<file path="config.mk">
export PLATFORM = sky130hd
export DESIGN_NAME = vscale_csr_arbiter
export DESIGN_NICKNAME = d
export VERILOG_FILES = /design/src/rtl/vscale_csr_arbiter_pkg.sv /design/src/rtl/vscale_csr_arbiter.sv
export SDC_FILE = /design/constraint.sdc
export NUM_CORES = 1
export LEC_CHECK = 0
export BUFFER_PORTS_ARGS = -buffer_cell sky130_fd_sc_hd__buf_2
export CAP_MARGIN = 15
export CELL_PAD_IN_SITES_DETAIL_PLACEMENT = 1
export CELL_PAD_IN_SITES_GLOBAL_PLACEMENT = 2
export CORE_UTILIZATION = 27
export DETAILED_ROUTE_END_ITERATION = 12
export PLACE_DENSITY_LB_ADDON = 0.1
export SYNTH_ARGS = -nofsm -noshare
export SYNTH_HDL_FRONTEND = slang
export SYNTH_SLANG_ARGS = --single-unit
</file>
<file path="constraint.sdc">
create_clock -name clk -period 2.7 [get_ports clk]
set_input_delay 0.54 -clock clk [delete_from_list [all_inputs] [get_ports clk]]
set_output_delay 0.54 -clock clk [all_outputs]
set_load 0.1 [all_outputs]
</file>
<file path="src/rtl/vscale_csr_arbiter_pkg.sv">
// Shared CSR command encodings, address width and arbiter state type
// used by the CSR port arbiter and its environment.
package vscale_csr_arbiter_pkg;

    localparam int CSR_ADDR_WIDTH = 12;
    localparam int CSR_CMD_WIDTH  = 3;

    localparam logic [CSR_CMD_WIDTH-1:0] CSR_IDLE  = 3'd0;
    localparam logic [CSR_CMD_WIDTH-1:0] CSR_READ  = 3'd4;
    localparam logic [CSR_CMD_WIDTH-1:0] CSR_WRITE = 3'd5;
    localparam logic [CSR_CMD_WIDTH-1:0] CSR_SET   = 3'd6;
    localparam logic [CSR_CMD_WIDTH-1:0] CSR_CLEAR = 3'd7;

    typedef enum logic [1:0] {
        ARB_IDLE = 2'd0,
        ARB_WAIT = 2'd1,
        ARB_RESP = 2'd2
    } arb_state_e;

endpackage

</file>
<file path="src/rtl/vscale_csr_arbiter.sv">
// Shares the CSR file port between the pipeline (fixed priority, combinational)
// and a buffered host/debug requester with a starvation-bounded forced grant.
module vscale_csr_arbiter
    import vscale_csr_arbiter_pkg::*;
#(
    parameter int unsigned STARVE_LIMIT = 8,
    parameter int unsigned CNT_W        = 8
) (
    input  logic                      clk,
    input  logic                      reset_n,
    input  logic                      core_req,
    input  logic [CSR_ADDR_WIDTH-1:0] core_addr,
    input  logic [CSR_CMD_WIDTH-1:0]  core_cmd,
    input  logic [31:0]               core_wdata,
    output logic [31:0]               core_rdata,
    output logic                      core_illegal,
    output logic                      core_stall,
    input  logic                      host_req_valid,
    output logic                      host_req_ready,
    input  logic [CSR_ADDR_WIDTH-1:0] host_addr,
    input  logic [CSR_CMD_WIDTH-1:0]  host_cmd,
    input  logic [31:0]               host_wdata,
    output logic                      host_resp_valid,
    input  logic                      host_resp_ready,
    output logic [31:0]               host_resp_rdata,
    output logic                      host_resp_illegal,
    output logic                      csr_req,
    output logic [CSR_ADDR_WIDTH-1:0] csr_addr,
    output logic [CSR_CMD_WIDTH-1:0]  csr_cmd,
    output logic [31:0]               csr_wdata,
    input  logic [31:0]               csr_rdata,
    input  logic                      csr_illegal
);

    localparam logic [CNT_W-1:0] LIMIT = CNT_W'(STARVE_LIMIT);

    arb_state_e                state_q, state_d;
    logic [CNT_W-1:0]          cnt_q, cnt_d;
    logic [CSR_ADDR_WIDTH-1:0] buf_addr_q, buf_addr_d;
    logic [CSR_CMD_WIDTH-1:0]  buf_cmd_q, buf_cmd_d;
    logic [31:0]               buf_wdata_q, buf_wdata_d;
    logic [31:0]               resp_rdata_q, resp_rdata_d;
    logic                      resp_illegal_q, resp_illegal_d;
    logic                      starved;
    logic                      host_grant;

    assign starved    = (cnt_q == LIMIT);
    assign host_grant = (state_q == ARB_WAIT) && (!core_req || starved);

    always_ff @(posedge clk or negedge reset_n) begin
        if (!reset_n) begin
            state_q        <= ARB_IDLE;
            cnt_q          <= '0;
            buf_addr_q     <= '0;
            buf_cmd_q      <= '0;
            buf_wdata_q    <= '0;
            resp_rdata_q   <= '0;
            resp_illegal_q <= 1'b0;
        end else begin
            state_q        <= state_d;
            cnt_q          <= cnt_d;
            buf_addr_q     <= buf_addr_d;
            buf_cmd_q      <= buf_cmd_d;
            buf_wdata_q    <= buf_wdata_d;
            resp_rdata_q   <= resp_rdata_d;
            resp_illegal_q <= resp_illegal_d;
        end
    end

    always_comb begin
        state_d        = state_q;
        cnt_d          = cnt_q;
        buf_addr_d     = buf_addr_q;
        buf_cmd_d      = buf_cmd_q;
        buf_wdata_d    = buf_wdata_q;
        resp_rdata_d   = resp_rdata_q;
        resp_illegal_d = resp_illegal_q;
        unique case (state_q)
            ARB_IDLE: begin
                if (host_req_valid) begin
                    buf_addr_d  = host_addr;
                    buf_cmd_d   = host_cmd;
                    buf_wdata_d = host_wdata;
                    // Commands without bit 2 set never touch the CSR file.
                    if (host_cmd[2]) begin
                        state_d = ARB_WAIT;
                    end else begin
                        state_d        = ARB_RESP;
                        resp_rdata_d   = '0;
                        resp_illegal_d = 1'b1;
                    end
                end
            end
            ARB_WAIT: begin
                if (host_grant) begin
                    resp_rdata_d   = csr_rdata;
                    resp_illegal_d = csr_illegal;
                    cnt_d          = '0;
                    state_d        = ARB_RESP;
                end else begin
                    // No grant implies count is below the limit, so this saturates.
                    cnt_d = cnt_q + CNT_W'(1);
                end
            end
            ARB_RESP: begin
                if (host_resp_ready) begin
                    state_d = ARB_IDLE;
                end
            end
            default: state_d = ARB_IDLE;
        endcase
    end

    always_comb begin
        host_req_ready  = (state_q == ARB_IDLE);
        host_resp_valid = (state_q == ARB_RESP);
        core_stall      = host_grant && core_req;
        if (host_grant) begin
            csr_addr  = buf_addr_q;
            csr_cmd   = buf_cmd_q;
            csr_wdata = buf_wdata_q;
        end else begin
            csr_addr  = core_addr;
            csr_cmd   = core_cmd;
            csr_wdata = core_wdata;
        end
        csr_req      = (core_req || host_grant) && !csr_illegal;
        core_rdata   = core_stall ? '0 : csr_rdata;
        core_illegal = !core_stall && csr_illegal;
    end

    assign host_resp_rdata   = resp_rdata_q;
    assign host_resp_illegal = resp_illegal_q;

endmodule

</file>
Word-level counts from Yosys, hierarchy flattened:

Index checks and enable logic that the tools add are counted.

* memory bits (read-only): 0
* bits of input ports: 132
* latch bits: 0
* register bits: 90
* word-level logic and storage cells: 47
* memories kept: 0
* bits in writable memories: 0

* reduce and logical (&&, ||, !) cells: 14
* div/mod/pow operators: 0
* $mul: 0
* bitwise logic cells: 0
* muxes and demuxes: 18
* shift-type cells: 0
* $lt $le $gt $ge: 0
* $add $sub $neg: 1
* equal/unequal tests: 7

Operator list (count)
* $mux 32: 5
* $pmux 32 s2: 1
* $mux 12: 1
* $add 8x1->8 const B: 1
* $eq 8x4->1 const B: 1
* $mux 2: 4
* $mux 8: 1
* $ne 2x2->1 const B: 3
* $pmux 2 s3: 1
* $logic_and 1x1->1: 4
* $reduce_and 4->1: 1
* $logic_not 1->1: 3
* $mux 1: 3
* $mux 3: 1
* $reduce_and 3->1: 1
* $eq 2x1->1 const B: 1
* $eq 2x2->1 const B: 1
* $logic_not 2->1: 1
* $logic_or 1x1->1: 2
* $ne 2x1->1 const B: 1
* $pmux 1 s2: 1
* $reduce_and 2->1: 1
* $reduce_bool 2->1: 1

Depth between registers and ports, before layout:

Gate-level depths: netlist (run 1).

* depth after elaboration: 6
* gate-level depth with buffers: 8

Least setup slack after synthesis (run 1):

Ideal clock, no wire load.

* kind: register to register
* start: register state_q[0]
* end: register buf_wdata_q[2]
* stages on the path, launching flop included: 7
* data arrival time: 2.859 ns
* path buffers: 3
* required time: 2.575 ns
* setup slack: -0.283 ns
* clock period less this slack: 2.983 ns
* cells stage by stage: dfrtp_1 nor2_1 and2_1 clkbuf_1 buf_2 buf_2 mux2_2

* longest elaborated chain between the ends: 2

Ends and longest elaborated chain
* start: declaration: RTL line vscale_csr_arbiter.sv:37 `arb_state_e state_q, state_d;`
* start signal: assignment: RTL line vscale_csr_arbiter.sv:60 `state_q <= state_d;`
* $logic_not 2->1
* net host_req_ready: RTL line vscale_csr_arbiter.sv:19 `output logic host_req_ready,`
* $reduce_and 2->1 (no source line)
* end signal: assignment: RTL line vscale_csr_arbiter.sv:64 `buf_wdata_q <= buf_wdata_d;`
* end: declaration: RTL line vscale_csr_arbiter.sv:41 `logic [31:0] buf_wdata_q, buf_wdata_d;`

The timed path passes the listed nets, and every way through them passes these cells.
A chain may end at the register's enable or synchronous reset.

Worst setup path in the final report (run 1):

* start: register cnt_q[1]
* end: output port csr_wdata[7]

* longest elaborated chain between the ends: 4

Ends and longest elaborated chain
* start: declaration: RTL line vscale_csr_arbiter.sv:38 `logic [CNT_W-1:0] cnt_q, cnt_d;`
* start signal: assignment: RTL line vscale_csr_arbiter.sv:61 `cnt_q <= cnt_d;`
* $eq 8x4->1: RTL line vscale_csr_arbiter.sv:47 `assign starved = (cnt_q == LIMIT);`
* $logic_or 1x1->1: RTL line vscale_csr_arbiter.sv:48 `assign host_grant = (state_q == ARB_WAIT) && (!core_req || starved);`
* $logic_and 1x1->1: RTL line vscale_csr_arbiter.sv:48
* $mux 32: RTL line vscale_csr_arbiter.sv:118 `if (host_grant) begin`
* end: declaration: RTL line vscale_csr_arbiter.sv:30 `output logic [31:0] csr_wdata,`

Every way passes these cells.

==> metrics, run 1 <==
status finished with violations; failing checks setup timing; Finished Layout Cells 823; TritonCTS buffer count 9; Iter 0 DRT Violations 53; core area 15800 sq um; PortBufs 248; Area growth, synth to finish 64.4%; gpl congestion 0.717; crit start category register; Finished Cell Area 7150 sq um; required time of the worst setup path 2.16 ns; final setup skew 0.00441 ns; number of clock sinks 90; final HPWL from detailed placement 9890 um; placed inst area 6210 sq um; FF+latch count, synth 90; max-slew violation count 0; pin count of the biggest net entering global routing 49; Die ar. 16600 sq um; Die Ht 129 um; Ys Warns 0; Clock Latency Late Sink 0.33 ns; # hold bufs at CTS 0; final hold vios 0; Crit Path Category reg2out; Tightest Pin Transition 0.662 ns; fin crit period 2.84 ns; clk slew on worst S/H paths 0.06 ns; syn nets 458; ant diodes 0; slack of the critical path -0.136 ns; Netlist cell types 32; initial core utilization 27.5%; cells after synthesis 324; total gr overflow 0; fin nets 736; fin util 45.2%; Reg-to-Reg Start cnt_q[1]; first-pass GRT wire length 21700 um; worst setup path startpoint cnt_q[1]; synthesized area per cell 13.4 sq um; Arrival @ worst endpoint 2.30 ns; WL/cell 16.8 um; final routed DRC violation total 0; Via density 4.47; total length of routed wires 13800 um; # IOs 249; VDD IR-drop max 0.780 mV; Fmax 0.353 GHz; Critical Path Fanout Max 8; post-route ant nets 0; Tot GR Track Use 17.2%; layout cells sized above 1 66.7%; router iterations before antenna repair 4; crit end category output pin; number of global-route vias before repair 4050; Fin Setup TNS -3.95 ns; H-tree depth 3; Leakage 3.67 nW; Power Density 1350 nW/um^2; fin crit share 105%; Placed Cells 779; MaxCap Viol Count 0; final setup fails 47; routed vias 3682; antenna violations before repair 0; Slew Limit Headroom 55.9%; Seq/Total Area, Yosys 51.8%; min-delay worst type in2async; Die W 129 um; Tot Pwr 9.63 mW; clk buf depth 2; WHS 0.223 ns; RSZ-0062 raised after global routing yes; Cell Rows 46; CTS tree built; mapped cell area 4350 sq um; pre-CTS WS 0.140 ns; Root Driver clkbuf_16
cell usage in the layout, fill, tap and decap left out, drive strengths merged:
master / synthesis / final
nor4: 1 / 1
dfrtp: 90 / 90
nand3: 1 / 1
and3: 1 / 1
clkbuf: 6 / 14
and4: 1 / 1
a2bb2oi: 1 / 1
nor2: 8 / 8
bufinv: 0 / 1
buf: 16 / 289
xnor2: 1 / 1
and3b: 1 / 1
and4b: 1 / 1
o21ai: 3 / 3
nor2b: 2 / 2
nand2: 6 / 6
xor2: 5 / 5
clkinv: 0 / 1
a221o: 1 / 1
a21oi: 3 / 3
nand4: 4 / 4
a211o: 1 / 1
ha: 2 / 2
a22o: 32 / 32
and2: 34 / 34
nand2b: 2 / 2
inv: 8 / 8
mux2: 93 / 93
final cells by class:
class | count | area [sq um]
Tap cell | 216 | 270
Fill cell | 1741 | 8680
Multi-Input combinational cell | 204 | 2010
Inverter | 8 | 30.0
Clock buffer | 14 | 264
Timing Repair Buffer | 289 | 2290
Sequential cell | 90 | 2250
Clock inverter | 2 | 35.0
metal layers:
metal | global-route usage [%] | wire length [um] | part of all wire [%]
met1 | 21.4 | 5790 | 42
met2 | 28.2 | 6680 | 48
met3 | 4.37 | 1060 | 7.7
met4 | 7.75 | 287 | 2.1
met5 | 0 | 0 | 0
where the power goes:
group          switching [mW]  leakage, nW  internal (mW)
Clock                   0.495        0.147          0.768
Sequential              0.416         1.12           2.00
Combinational            4.15         2.41           1.80
Total                    5.06         3.67           4.57
cell families after synthesis:
group	after synthesis	synth area share, %
AOI/OAI and AO/OA	41	7.86
adders and majority gates	2	0.576
DFF	90	51.8
and+or+nand+nor	62	8.81
xor gates and xnor gates	6	1.21
buffers and inverters	30	4.00
muxes	93	25.7
critical path, stage by stage, from the launching register on:
cell      delay, ns
dfrtp_1        0.39
inv_2          0.08
ha_4           0.15
and3b_1        0.19
a21oi_2        0.16
nand2b_4       0.23
buf_12         0.13
buf_12         0.12
mux2_4         0.32
buf_12         0.17
what timing repair did:
item                                    4_1_cts  5_1_grt
cloned                                        1        0
buffers inserted                             27        2
pin swaps                                     0        2
endpoints found under the setup margin       47       81
gates resized for setup                     104       10
synth_stat cells (all sizes together):
| cell type | n | area, sq um |
|---|---|---|
| and4 | 1 | 8.76 |
| and4b | 1 | 10.0 |
| nand4 | 4 | 25.0 |
| clkbuf | 6 | 22.5 |
| dfrtp | 90 | 2250 |
| and3 | 1 | 6.26 |
| xnor2 | 1 | 8.76 |
| and3b | 1 | 8.76 |
| xor2 | 5 | 43.8 |
| nor4 | 1 | 21.3 |
| nor2 | 8 | 30.0 |
| inv | 8 | 30.0 |
| nand2 | 6 | 22.5 |
| a2bb2oi | 1 | 8.76 |
| o21ai | 3 | 15.0 |
| a22o | 32 | 280 |
| and2 | 34 | 213 |
| nand2b | 2 | 20.0 |
| a21oi | 3 | 18.8 |
| buf | 16 | 121 |
| a221o | 1 | 10.0 |
| nor2b | 2 | 12.5 |
| ha | 2 | 25.0 |
| a211o | 1 | 8.76 |
| nand3 | 1 | 5.00 |
| mux2 | 93 | 1120 |
worst paths after layout:
check	endpoint	slack [ns]	cells after the start
setup / recovery	csr_wdata[7]	-0.14	9
hold / removal	host_resp_rdata[11]	0.22	1
setup reg to reg	cnt_q[1]	0.07	19
hold reg to reg	host_resp_rdata[27]	0.50	1
max in group asynchronous	buf_wdata_q[24]	1.81	2
min in group clk	buf_addr_q[1]	0.43	2
flip-flops by register name, indices dropped and copies added (netlist names):
signal / flops
buf_wdata_q: 32
buf_cmd_q: 3
host_resp_illegal: 1
host_resp_rdata: 32
state_q: 2
cnt_q: 8
buf_addr_q: 12
Note: power is estimated with default switching activity, not from simulation.
==> run 2, diff against run 1 <==
CELL_PAD_IN_SITES_DETAIL_PLACEMENT = unset   (was 1)
CELL_PAD_IN_SITES_GLOBAL_PLACEMENT = unset   (was 2)
CORE_UTILIZATION = 35   (was 27)
PLACE_DENSITY = 0.69   (was unset)
PLACE_DENSITY_LB_ADDON = unset   (was 0.1)
clock period = 2.6 ns   (was 2.7 ns; I/O delays follow)
==> metrics, run 2 (synthesis results as in run 1) <==
Arrival @ worst endpoint 2.30 ns (about the same); WL/cell 17.2 um (+2.6%); VDD IR-drop max 1.09 mV (+39%); Storage cell area 2250 sq um (about the same); most frequent cells in the layout 166 x buf_2, 89 x dfrtp_1, 83 x buf_12; crit end category output pin; slack of the critical path -0.216 ns (-0.0806 ns); Critical Path Fanout Max 6 (-2); number of global-route vias before repair 4015 (-0.86%); fin util 62.9% (+18 points); Die Ht 113 um (-12%); core area 12100 sq um (-24%); crit start category register; Cell Rows 40 (-13%); crit-path max cell delay 0.37 ns (-0.02 ns); Root Driver clkbuf_16; Tightest Pin Transition 0.556 ns (-0.105 ns); placed inst area 6830 sq um (+10%); pre-CTS WS 0.0419 ns (-0.0978 ns); post-route ant nets 0 (unchanged); clk slew on worst S/H paths 0.06 ns (about the same); total length of routed wires 13000 um (-5.9%); Finished Cell Area 7590 sq um (+6.1%); Die W 113 um (-12%); leading cell type in the layout, fill and taps excluded buf_2; initial core utilization 36.0% (+8.6 points); fin crit share 108%; total gr overflow 0 (unchanged); final routed DRC violation total 0 (unchanged); number of fillers in the final layout 914 (-48%); fin crit period 2.82 ns; Via density 4.82 (+7.8%); Slew Limit Headroom 62.9% (+7.0 points); number of clock sinks 90 (unchanged); Iter 0 DRT Violations 138 (+160%); final setup fails 47 (unchanged); Area growth, synth to finish 74.5%; H-tree depth 3 (unchanged); gpl congestion 0.759 (+5.9%); max-slew violation count 0 (unchanged); min-delay worst type in2async; failing checks setup timing; fin nets 716 (-2.7%); Clock Latency Late Sink 0.34 ns (about the same); MaxCap Viol Count 0 (unchanged); required time of the worst setup path 2.08 ns (-0.08 ns); first-pass GRT wire length 20500 um (-5.7%); Fmax 0.355 GHz; CP cell instances inv_2 > ha_4 > and3b_1 > a21oi_2 > nand2b_4 > buf_12 > buf_12 > buf_16 > mux2_4 > buf_12; final setup skew 0.00534 ns (+0.000924 ns); CTS tree built; Tot GR Track Use 20.9% (+3.7 points); Crit Path Category reg2out; ant diodes 0 (unchanged); PortBufs 248 (unchanged); routed vias 3642 (-1.1%); cell mode on critical path buf_12; TritonCTS buffer count 9 (unchanged); clk buf depth 2 (unchanged); pin count of the biggest net entering global routing 49 (unchanged); Power Density 1340 nW/um^2 (-0.67%); area of the multi-input gates 2030 sq um (+1.2%); # hold bufs at CTS 0 (unchanged); layout cells sized above 1 66.3% (-0.45 points); final hold vios 0 (unchanged); router iterations before antenna repair 4 (unchanged); antenna violations before repair 0 (unchanged); Die ar. 12900 sq um (-23%); critical path's slowest cell dfrtp_1; Leakage 3.87 nW (+5.3%); # IOs 249 (unchanged); RSZ-0062 raised after global routing yes; status finished with violations; final HPWL from detailed placement 9400 um (-4.9%)
-- run 2: final timing paths --
| check | cells past startpoint | to | slack [ns] | start |
|---|---|---|---|---|
| max | 10 | csr_wdata[8] | -0.22 | cnt_q[1] |
| min | 1 | host_resp_rdata[10] | 0.17 | reset_n |
| max reg2reg | 6 | host_resp_rdata[30] | 0.65 | cnt_q[4] |
| min reg2reg | 1 | host_resp_rdata[11] | 0.49 | host_resp_rdata[11] |
| max in group asynchronous | 2 | state_q[0] | 1.75 | reset_n |
| min in group clk | 2 | buf_wdata_q[27] | 0.41 | host_wdata[27] |
-- run 2: worst max-delay path: cells and delay by family (launching register included) --
kind                     cells  cell delay [ns]
buffers and inverters        5             0.57
AND/OR/NAND/NOR              2             0.38
adder cells (fa/ha/maj)      1             0.15
flip-flops                   1             0.37
AO/OA/AOI/OAI                1             0.17
multiplexers                 1             0.32
-- run 2: report_power, final --
group	switching [mW]	total, mW	internal [mW]	leakage (nW)
Clock	0.526	1.45	0.919	0.165
Sequential	0.451	2.53	2.08	1.12
Combinational	4.27	6.18	1.91	2.58
-- run 2: cell type report --
class	count	share of cell area (%)
Sequential cell	90	29.7
Tap cell	168	2.77
Inverter	8	0.396
Clock inverter	4	0.957
Clock buffer	12	3.51
Multi-Input combinational cell	204	26.8
Timing Repair Buffer	269	35.9
-- run 2: per-stage QoR --
| stage | power (mW) | hold WS [ns] | TNS [ns] | cells |
|---|---|---|---|---|
| 2_1_floorplan | 6.95 | 0.224 | 0 | 324 |
| 3_3_place_gp | 8.30 | 0.481 | 0 | 729 |
| 3_5_place_dp | 8.42 | 0.477 | 0 | 729 |
| 4_1_cts | 10.2 | 0.184 | -5.37 | 755 |
| 5_1_grt | 10.5 | 0.209 | -11.16 | 755 |
| 6_report | 10.2 | 0.166 | -7.21 | 755 |
-- run 2: timing repair --
item / in CTS / in global routing
gates resized for setup: 68 / 5
pin swaps: 1 / 0
gates cloned: 3 / 0
setup buffers: 7 / 0
setup endpoints to repair: 47 / 80
-- run 2: metal layers --
layer  part of all wire, %  track usage (%)
met2                    56             41.0
met4                   2.2             8.60
met3                   6.1             4.99
met1                    35             20.8
met5                     0                0
